**src/rtl/demux_pkg.sv**
```systemverilog
// Shared types and constants for the demux_stream channel router.
// Used by demux_slot and demux_stream.
package demux_pkg;

    localparam int NCH = 4;

    typedef logic [1:0] sel_t;
    typedef logic [7:0] count_t;

    // Increment that sticks at the top of the range instead of wrapping.
    function automatic count_t sat_inc(input count_t c);
        return (c == 8'hFF) ? c : c + 8'd1;
    endfunction

endpackage

```
**src/rtl/demux_slot.sv**
```systemverilog
// One-entry holding register for a single output channel.
// A load and a pop in the same cycle keep the slot full (no bubble).
module demux_slot
    import demux_pkg::*;
#(
    parameter int WIDTH = 4
) (
    input  logic             clk_i,
    input  logic             rst_i,
    input  logic             load_i,
    input  logic [WIDTH-1:0] data_i,
    input  logic             pop_ready_i,
    output logic [WIDTH-1:0] data_o,
    output logic             valid_o,
    output logic             ready_o
);

    logic [WIDTH-1:0] data_q, data_d;
    logic             valid_q, valid_d;

    // Space for a new word exists when empty or when the current word leaves this cycle.
    assign ready_o = !valid_q || pop_ready_i;

    always_comb begin
        data_d  = data_q;
        valid_d = valid_q;
        if (valid_q && pop_ready_i) begin
            valid_d = 1'b0;
        end
        if (load_i) begin
            data_d  = data_i;
            valid_d = 1'b1;
        end
    end

    always_ff @(posedge clk_i or posedge rst_i) begin
        if (rst_i) begin
            data_q  <= '0;
            valid_q <= 1'b0;
        end else begin
            data_q  <= data_d;
            valid_q <= valid_d;
        end
    end

    assign data_o  = data_q;
    assign valid_o = valid_q;

endmodule

```
**src/rtl/demux_stream.sv**
```systemverilog
// Routes a valid/ready input stream into one of four holding registers.
// Optional macro DEMUX_RR_EN: destination chosen by a round-robin pointer instead of select.
//
// Handshake: a word moves whenever valid and ready are both high on a rising clk edge;
// the producer holds valid and data stable until that happens.
module demux_stream
    import demux_pkg::*;
#(
    parameter int WIDTH = 4
) (
    input  logic             clk,
    input  logic             rst,
    input  logic [WIDTH-1:0] in_data,
    input  logic             in_valid,
    output logic             in_ready,
    input  logic [1:0]       select,
    output logic [WIDTH-1:0] out0,
    output logic [WIDTH-1:0] out1,
    output logic [WIDTH-1:0] out2,
    output logic [WIDTH-1:0] out3,
    output logic [3:0]       out_valid,
    input  logic [3:0]       out_ready,
    output logic [7:0]       xfer_count
);

    sel_t             sel_eff;
    logic             xfer;
    logic [NCH-1:0]   slot_load;
    logic [NCH-1:0]   slot_ready;
    logic [WIDTH-1:0] slot_data [NCH];
    count_t           count_q, count_d;

`ifdef DEMUX_RR_EN
    sel_t ptr_q, ptr_d;

    assign sel_eff = ptr_q;

    // Pointer only moves on an accepted word, so a stalled channel holds it in place.
    always_comb begin
        ptr_d = ptr_q;
        if (xfer) begin
            ptr_d = ptr_q + 2'd1;
        end
    end

    always_ff @(posedge clk or posedge rst) begin
        if (rst) begin
            ptr_q <= '0;
        end else begin
            ptr_q <= ptr_d;
        end
    end
`else
    assign sel_eff = select;
`endif

    assign in_ready = slot_ready[sel_eff];
    assign xfer     = in_valid && in_ready;

    always_comb begin
        slot_load = '0;
        if (xfer) begin
            slot_load[sel_eff] = 1'b1;
        end
    end

    for (genvar i = 0; i < NCH; i++) begin : g_slot
        demux_slot #(.WIDTH(WIDTH)) u_slot (
            .clk_i       (clk),
            .rst_i       (rst),
            .load_i      (slot_load[i]),
            .data_i      (in_data),
            .pop_ready_i (out_ready[i]),
            .data_o      (slot_data[i]),
            .valid_o     (out_valid[i]),
            .ready_o     (slot_ready[i])
        );
    end

    always_comb begin
        count_d = count_q;
        if (xfer) begin
            count_d = sat_inc(count_q);
        end
    end

    always_ff @(posedge clk or posedge rst) begin
        if (rst) begin
            count_q <= '0;
        end else begin
            count_q <= count_d;
        end
    end

    assign out0       = slot_data[0];
    assign out1       = slot_data[1];
    assign out2       = slot_data[2];
    assign out3       = slot_data[3];
    assign xfer_count = count_q;

endmodule

```
**config.mk**
```make
export PLATFORM = sky130hd
export DESIGN_NAME = demux_stream
export DESIGN_NICKNAME = d
export VERILOG_FILES = /design/src/rtl/demux_pkg.sv /design/src/rtl/demux_slot.sv /design/src/rtl/demux_stream.sv
export SDC_FILE = /design/constraint.sdc
export NUM_CORES = 1
export LEC_CHECK = 0
export ABC_AREA = 1
export BUFFER_PORTS_ARGS = -buffer_cell sky130_fd_sc_hd__buf_2
export CAP_MARGIN = 20
export CORE_MARGIN = 8
export CORE_UTILIZATION = 55
export DETAILED_ROUTE_END_ITERATION = 6
export PLACE_DENSITY_LB_ADDON = 0.05
export SLEW_MARGIN = 20
export SYNTH_ARGS = -nofsm -noshare
export SYNTH_HDL_FRONTEND = slang
export SYNTH_SLANG_ARGS = --single-unit
```
**constraint.sdc**
```tcl
create_clock -name clk -period 4.45 [get_ports clk]
set_clock_uncertainty 0.15 [all_clocks]
set_input_delay 0.445 -clock clk [delete_from_list [all_inputs] [get_ports clk]]
set_output_delay 0.445 -clock clk [all_outputs]
set_load 0.01 [all_outputs]
```
==> results of run 1 <==
## through the flow
stage	worst slack (ns)	power (mW)	hold slack, ns
floorplan	2.743	0.4820	0.3515
global placement	2.307	0.5542	0.2998
detailed placement	2.247	0.5662	0.3045
CTS	2.121	0.6864	0.1247
global route	1.959	0.7306	0.04597
finish	2.119	0.6777	0.01221
## layout by cell type, fill, tap and decap left out, drive strengths merged
cell type and instances:
inv 14, clkbuf 4, ha 1, xor2 1
buf 41, nand3b 2, o21ai 4, nand4 25
nor2 11, dfrtp 28, xnor2 1, nand3 8
nand2 72
## sequential cells by signal, summed over array words and instances, names as in the netlist
name	count
g_slot.u_slot.data_o	16
xfer_count	8
g_slot.u_slot.valid_o	4
## kinds of logic after synthesis
family	Yosys count	share of synthesized area (%)
simple gates	118	39.57
compound gates	4	1.385
fa+ha+maj	1	0.8657
buf+inv	24	8.485
flops	28	48.48
xor+xnor	2	1.212
## worst max-delay path by stage
| stage | startpoint | to | slack (ns) | cells after the start |
|---|---|---|---|---|
| after detailed placement | select[1] | in_ready | 2.25 | 7 |
| after floorplan | select[0] | in_ready | 2.74 | 5 |
| final | g_slot[0].u_slot.valid_o$_DFFE_PP0P_ | in_ready | 2.12 | 6 |
| after global routing | g_slot[0].u_slot.valid_o$_DFFE_PP0P_ | in_ready | 1.96 | 6 |
| after CTS | g_slot[1].u_slot.valid_o$_DFFE_PP0P_ | in_ready | 2.12 | 6 |
| after global placement | select[0] | in_ready | 2.31 | 7 |
## layer usage
metal	track usage (%)	up-vias
met4	2.350	0
met1	18.92	592
li1	-	647
met5	0	-
met2	25.93	39
met3	4.139	2
## final cells by class
class / instances / area, µm²
tap: 30 / 37.54
timing repair buffer: 41 / 205.2
multi-input combinational: 125 / 621.8
fill: 224 / 823.3
clock buffer: 4 / 36.28
inverter: 14 / 52.55
sequential: 28 / 700.7
## power by group
part           total, mW  internal [mW]  switching [mW]
clock              0.120         0.0499          0.0699
combinational      0.208         0.0824           0.125
sequential         0.350          0.305          0.0452
==> run_results.csv, run 1 <==
group,metric,value,unit
clock_tree,cts-resized-gates,0,
synth,yosysMostFrequentCell,"nand2_1",
synth,ys_seq_area_share,48.48,%
sta,layout_worst_path_cycle_share,52.39,%
final_layout,drive_gt1_share,27.83,%
setup_path,cp_num_buf_inv,2,
setup_path,crit_type,"reg -> out",
clock_tree,ctsLongestPathBuffers,2,
floorplanning,initial_utilization,58.33,%
pwr,powerDensity,409.7,nW/µm²
route,drt.antenna.violating_nets,0,
sta,relSlewSlack,56.50,%
route,wl,3267,µm
sta,fmax,429.0,MHz
global_routing,grt_pass1_wl,5478,µm
synth,ys_types,21,
final_layout,insertedDiodeCount,0,
sta,slew_viol_final,0,
clock_tree,cts.sinks,28,
clock_tree,numCtsBuffers,3,
place,io_buffers,41,
status,status,"completed",
floorplanning,die_area,4524,µm²
global_routing,grt_start_max_net_pins,31,
floorplanning,io_pins,42,
place,dp_hpwl,2522,µm
place,place.gp.congestion,0.8473,
setup_path,reg2reg_slack,2.53,ns
synth,yosys.area.top_type,"dfrtp_1",
floorplanning,rows,18,
pwr,ir_drop,0.0002581,V
global_routing,grt_overflow,0,
clock_tree,htree_levels,1,
final_layout,final_cell_area,1654,µm²
global_routing,grt_pass1_vias,1262,
floorplanning,die_height,67.26,µm
synth,async_flop_share,100.0,%
setup_path,cp_max_fo,30,
clock_tree,cts-root-buf,"clkbuf_4",
setup_path,rr_worst_depth,8,
setup_path,worstPathCellList,"inv_1 > nor2_1 > nand2_1 > nand2_2 > nor2_4 > buf_2",
setup_path,critPathTopFamily,"simple AND/OR/NAND/NOR gates",
floorplanning,fp.coreArea,2477,µm²
run,max-cap-violations,0,
synth,synth_commonest_cells,"70 x nand2_1, 28 x dfrtp_1, 24 x nand4_1, 12 x inv_1, 8 x nor2_1",
synth,ys_warn_count,0,
synth,synth_area,1445,µm²
floorplanning,dieWidth,67.26,µm
global_routing,antenna_found_initial,0,
sta,min_period,2.331,ns
route,vias,1280,
clock_tree,clkLatencyLatePin,0.31,ns
synth,yosysTopAreaCellShare,48.48,%
setup_path,worstSetupEndpointType,"primary output",
synth,synth_edf_count,0,
route,viasPerCell,5.289,
route,drc_errors,0,
setup_path,critPathRequiredTime,3.86,ns
final_layout,finalNonFillerCells,242,
final_layout,areaGrowthSynthToFinish,14.46,%
setup_path,cp-start-kind,"register",
final_layout,nets,227,
worst_hold_path,hold_class,"in -> async",
route,wl_met2,1532,µm
route,avgRoutedWirePerCell,13.50,µm
clock_tree,path_clk_slew,0.14,ns
synth,dominantRegCellSynth,"dfrtp_1",
synth,avgSynthCellArea,8.165,µm²
global_routing,grt_usage,15.12,%
route,wl_met3,239,µm
setup_path,cp.arrival,1.74,ns
place,placed_cell_area,1618,µm²
synth,synthTopCellsByArea,"dfrtp_1 48%, nand2_1 18%, nand4_1 10%",
clock_tree,hold_buffers,0,
clock_tree,cts_tree,"yes",
route,dr.pass1.iters,4,
synth,synth.net_count,191,
sta,tns,0,ns
setup_path,r2r_start,"g_slot[0].u_slot.valid_o$_DFFE_PP0P_",
sta,hold_viol_final,0,
sta,tightest_slew,0.6510,ns
synth,syn_inst,177,
pwr,power_leakage,0.9473,nW
clock_tree,cts_setup_buffers,0,
final_layout,post-route-util,66.77,%
setup_path,cpMaxStageDelayCell,"nor2_4",
sta,finalSetupViolations,0,
setup_path,cp_slowest_stage_delay,0.53,ns
route,drtIter0Drc,97,
place,placed_cells,238,
route,wl_met1,1481,µm
setup_path,rr_endpoint,"xfer_count[6]$_DFFE_PP0P_",
route,routed.top_layer,"met4",
sta,rsz0062_at_grt,"false",
synth,synth_seq_cells,28,
Note: power is estimated with default switching activity, not from simulation.
==> run 2: changes to the inputs <==
CORE_UTILIZATION = 51   (was 55)
clock period = 2.3 ns   (was 4.45 ns; I/O delays follow)
==> run 2 against run 1 <==
Effect of this change: register-to-register slack worse by 2.2 ns; sequential power up 93%; sequential share of layout area down 1.8 points; core utilization down 3.5 points; first-iteration DRC count down 56%; largest power group unchanged; final cell count up 2.9%.
==> run_results.csv, run 2 (synthesized netlist as in run 1, its figures left out) <==
group,metric,value,unit
status,status,"completed",
sta,fmax,454.4,MHz
final_layout,finalNonFillerCells,249,
pwr,power_leakage,0.9810,nW
final_layout,fill_cells,259,
global_routing,grt_pass1_vias,1217,
pwr,powerDensity,817.7,nW/µm²
setup_path,critPathRequiredTime,1.92,ns
setup_path,endpoint,"in_ready",
final_layout,areaGrowthSynthToFinish,19.65,%
final_layout,most-common-layout-cells,"70 x nand2_1, 41 x buf_2, 28 x dfrtp_1",
pwr,ir_drop,0.0005608,V
place,pre_cts_slack,0.3611,ns
clock_tree,cts-root-buf,"clkbuf_4",
worst_hold_path,hold_class,"in -> reg",
route,wl,3427,µm
place,place.gp.congestion,0.8247,
setup_path,worstSetupEndpointType,"primary output",
clock_tree,clkLatencyLatePin,0.33,ns
floorplanning,rows,19,
sta,fin_ws,0.09950,ns
pwr,power,1.414,mW
place,io_buffers,41,
sta,tns,0,ns
route,drt.antenna.violating_nets,0,
global_routing,grt_start_max_net_pins,31,
floorplanning,fp.coreArea,2734,µm²
clock_tree,numCtsBuffers,3,
setup_path,cp-startpoint,"out_ready[2]",
setup_path,cp.arrival,1.82,ns
sta,hold_viol_final,0,
final_layout,drive_gt1_share,27.06,%
clock_tree,cts.sinks,28,
sta,layout_worst_path_cycle_share,95.67,%
route,drc_errors,0,
setup_path,reg2reg_slack,0.38,ns
final_layout,regArea,700.7,µm²
setup_path,rr_endpoint,"xfer_count[5]$_DFFE_PP0P_",
sta,relSlewSlack,56.44,%
sta,tightest_slew,0.6519,ns
sta,finalSetupViolations,0,
setup_path,rr_worst_depth,8,
run,max-cap-violations,0,
route,avgRoutedWirePerCell,13.76,µm
sta,slew_viol_final,0,
final_layout,multi_input_area,621.8,µm²
clock_tree,htree_levels,1,
setup_path,crit_type,"in -> out",
place,placed_cells,240,
route,vias,1301,
final_layout,nets,233,
route,drtIter0Drc,43,
setup_path,cp-start-kind,"input port",
clock_tree,cts-resized-gates,0,
global_routing,grt_overflow,0,
sta,rsz0062_at_grt,"false",
global_routing,grt_usage,13.94,%
global_routing,grt_pass1_wl,5713,µm
final_layout,insertedDiodeCount,0,
setup_path,cp_max_fo,30,
route,viasPerCell,5.225,
floorplanning,die_height,69.23,µm
floorplanning,dieWidth,69.23,µm
place,dp_hpwl,2539,µm
final_layout,layout_commonest_cell,"nand2_1",
clock_tree,cts_setup_buffers,0,
clock_tree,cts_tree,"yes",
sta,min_period,2.201,ns
floorplanning,io_pins,42,
floorplanning,die_area,4793,µm²
clock_tree,ctsLongestPathBuffers,2,
floorplanning,initial_utilization,52.86,%
clock_tree,path_clk_slew,0.16,ns
final_layout,largest_reg_flops,16,
route,dr.pass1.iters,4,
setup_path,r2r_start,"g_slot[3].u_slot.valid_o$_DFFE_PP0P_",
global_routing,antenna_found_initial,0,
==> run 2: cell count changes in the layout (fill, tap and decap cells not counted) <==
cell / delta
dlygate4sd3_1: +5
inv_2: -1
inv_1: +1
clkbuf_8: -1
bufinv_16: +1
buf_4: +1
==> run 2: worst max-delay path, cell delays in order <==
cell           delay, ns
dlygate4sd3_1       0.52
buf_2               0.11
nor2_1              0.04
nand2_1             0.07
nand2_2             0.06
nor2_4              0.53
buf_2               0.25
==> run 2: metal layers <==
metal  share of wire (%)  global-route usage [%]
met5                   0                       0
met4                 1.1                   4.784
met3                 5.8                   3.433
met2                  47                   23.26
met1                  46                   16.98
==> run 2: layout make-up <==
cell class | count | area share [%]
repair buffers | 47 | 15.20
clock inverters | 1 | 1.737
inverters | 14 | 3.039
multi-input cells | 125 | 35.96
clock buffers | 3 | 1.302
well taps | 31 | 2.243
flip-flops and latches | 28 | 40.52
==> run 2: repair_timing <==
action | 4_1_cts | 5_1_grt
hold buffers | 5 | 0
setup endpoints to repair | 0 | 1
endpoints found under the hold margin | 32 | 0
==> run 2: power breakdown <==
| part | total (mW) | internal [mW] | switching, mW |
|---|---|---|---|
| sequential | 0.677 | 0.590 | 0.0867 |
| clock | 0.323 | 0.176 | 0.147 |
| combinational | 0.414 | 0.167 | 0.247 |
==> run 2: worst min-delay path by stage <==
stage	from	to	cells past startpoint	slack (ns)
3_3_place_gp	rst	g_slot[2].u_slot.valid_o$_DFFE_PP0P_	3	0.16
4_1_cts	in_data[3]	g_slot[1].u_slot.data_o[3]$_DFFE_PP0P_	3	0.009
2_1_floorplan	rst	g_slot[0].u_slot.data_o[0]$_DFFE_PP0P_	1	0.15
6_report	in_data[3]	g_slot[1].u_slot.data_o[3]$_DFFE_PP0P_	3	0.02
5_1_grt	in_data[3]	g_slot[2].u_slot.data_o[3]$_DFFE_PP0P_	3	0.004
3_5_place_dp	rst	g_slot[2].u_slot.data_o[0]$_DFFE_PP0P_	3	0.16
==> run 2: per-stage QoR <==
step / instance area (µm²) / utilization, % / hold slack, ns
floorplan: 1445 / - / 0.1454
global placement: 1627 / 59.50 / 0.1600
detailed placement: 1627 / 59.50 / 0.1621
CTS: 1729 / 63.25 / 0.008506
global route: 1729 / 63.25 / 0.003956
finish: 1729 / 63.25 / 0.02311
==> run 3: changes to the inputs <==
PLACE_DENSITY_LB_ADDON = 0.1   (was 0.05)
==> run 3 against run 2 <==
Effect of this change: critical path depth stayed put; wire length is 1.6% higher; register-to-register slack improved by 0.14 ns; via count grew 2.3%; sequential share of layout area decreased by 0.15 points; flip-flop and latch count did not move; maximum frequency rose by 10%; setup slack gained 0.20 ns; combinational power about the same; sequential power grew 0.7%; worst hold slack better by 0.011 ns; total power grew 0.15%.
==> run_results.csv, run 3 (synthesized netlist as in run 1, its figures left out) <==
group,metric,value,unit
worst_hold_path,whs_endpoint,"g_slot[2].u_slot.data_o[3]$_DFFE_PP0P_",
sta,fmax,499.7,MHz
route,drt.antenna.violating_nets,0,
global_routing,grt_start_max_net_pins,31,
place,dp_hpwl,2577,µm
final_layout,layout_commonest_cell,"nand2_1",
final_layout,multi_input_area,628.1,µm²
floorplanning,rows,19,
final_layout,post-route-util,63.48,%
route,avgRoutedWirePerCell,13.93,µm
clock_tree,cts_tree,"yes",
clock_tree,htree_levels,1,
clock_tree,cts.sinks,28,
place,place.gp.congestion,0.7871,
setup_path,rr_worst_depth,7,
route,wl_met3,165,µm
place,placed_cell_area,1627,µm²
place,pre_cts_slack,0.3918,ns
clock_tree,numCtsBuffers,3,
floorplanning,die_area,4793,µm²
setup_path,reg2reg_slack,0.52,ns
route,wl_met2,1757,µm
floorplanning,fp.coreArea,2734,µm²
final_layout,areaGrowthSynthToFinish,20.09,%
sta,tns,0,ns
setup_path,cp.arrival,1.62,ns
floorplanning,initial_utilization,52.86,%
clock_tree,cts-resized-gates,0,
pwr,powerDensity,816.0,nW/µm²
clock_tree,path_clk_slew,0.15,ns
setup_path,cp-startpoint,"out_ready[3]",
floorplanning,dieWidth,69.23,µm
global_routing,grt_pass1_vias,1314,
setup_path,cp-start-kind,"input port",
clock_tree,ctsLongestPathBuffers,2,
route,drc_errors,0,
pwr,ir_drop,0.0004642,V
floorplanning,die_height,69.23,µm
final_layout,largest_reg_flops,16,
worst_hold_path,holdPathStages,3,
final_layout,most-common-layout-cells,"70 x nand2_1, 41 x buf_2, 28 x dfrtp_1",
place,placed_cells,240,
final_layout,final_cell_area,1735,µm²
pwr,switching_share,34.10,%
setup_path,worstSetupEndpointType,"primary output",
sta,tightest_slew,0.5794,ns
sta,rsz0062_at_grt,"false",
worst_hold_path,hold_class,"in -> reg",
route,vias,1331,
route,routed.top_layer,"met4",
pwr,seq_power_share,48.2,%
route,viasPerCell,5.324,
route,drtIter0Drc,40,
route,wl_met1,1529,µm
final_layout,regArea,700.7,µm²
run,max-cap-violations,0,
global_routing,grt_pass1_wl,5947,µm
final_layout,fill_cells,244,
setup_path,critPathRequiredTime,1.92,ns
sta,relSlewSlack,61.33,%
pwr,p_int,0.9332,mW
sta,fin_ws,0.2989,ns
sta,slew_viol_final,0,
final_layout,insertedDiodeCount,0,
pwr,power_leakage,0.9827,nW
floorplanning,io_pins,42,
place,io_buffers,41,
setup_path,rr_endpoint,"xfer_count[7]$_DFFE_PP0P_",
final_layout,drive_gt1_share,27.40,%
pwr,power_frac_comb,29.2,%
status,status,"completed",
clock_tree,cts_setup_buffers,0,
route,wl,3483,µm
sta,finalSetupViolations,0,
sta,hold_viol_final,0,
worst_hold_path,holdCritStartpoint,"in_data[3]",
global_routing,antenna_found_initial,0,
sta,min_period,2.001,ns
global_routing,grt_usage,14.43,%
clock_tree,cts-root-buf,"clkbuf_4",
global_routing,grt_overflow,0,
setup_path,cp_max_fo,15,
setup_path,r2r_start,"xfer_count[0]$_DFFE_PP0P_",
pwr,clkPwrFrac,22.7,%
sta,layout_worst_path_cycle_share,87.00,%
final_layout,finalNonFillerCells,250,
final_layout,nets,234,
route,dr.pass1.iters,4,
setup_path,crit_type,"in -> out",
clock_tree,clkLatencyLatePin,0.32,ns
pwr,p_sw,0.4828,mW
## run 3: changes by cell type in the layout (fill, tap and decap cells not counted), sizes merged
cell  previous run  this run
nor2            11        12
## run 3: repair_timing
action / CTS / global route
hold buffers: 5 / 0
endpoints found under the hold margin: 32 / 0
endpoints found under the setup margin: 0 / 1
## run 3: through the flow
step | hold slack [ns] | power, mW
2_1_floorplan | 0.1454 | 0.9326
3_3_place_gp | 0.1539 | 1.084
3_5_place_dp | 0.1616 | 1.104
4_1_cts | 0.02906 | 1.428
5_1_grt | 0.02200 | 1.513
6_report | 0.03402 | 1.416
## run 3: area by class of cell
class,count,area share (%)
Clock buffer,3,1.298
Clock inverter,1,1.730
Inverter,14,3.028
Multi-Input combinational cell,126,36.19
Sequential cell,28,40.38
Tap cell,31,2.235
Timing Repair Buffer,47,15.14
## run 3: power groups by stage
stage / clock network, mW / registers [mW] / logic [mW]
2_1_floorplan: 0 / 0.722 / 0.211
3_3_place_gp: 0 / 0.683 / 0.401
3_5_place_dp: 0 / 0.692 / 0.412
4_1_cts: 0.325 / 0.683 / 0.420
5_1_grt: 0.349 / 0.697 / 0.466
6_report: 0.321 / 0.682 / 0.413
## run 3: metal layers
layer,vias up,GRT usage (%)
li1,663,-
met1,626,16.23
met2,38,26.33
met3,4,3.290
met4,0,3.872
met5,-,0
## run 3: worst max-delay path: stages
cell           delay (ns)
dlygate4sd3_1        0.52
buf_2                0.11
nor2_1               0.05
nand2_1              0.07
nand2_2              0.09
nor2_4               0.35
buf_2                0.21
## run 3: worst max path at each step
stage / to / slack, ns / cells after the start
finish: in_ready / 0.30 / 7
global route: in_ready / 0.21 / 7
CTS: in_ready / 0.11 / 7
detailed placement: xfer_count[1]$_DFFE_PP0P_ / 0.39 / 8
global placement: xfer_count[2]$_DFFE_PP0P_ / 0.49 / 8
floorplan: xfer_count[6]$_DFFE_PP0P_ / 0.76 / 7
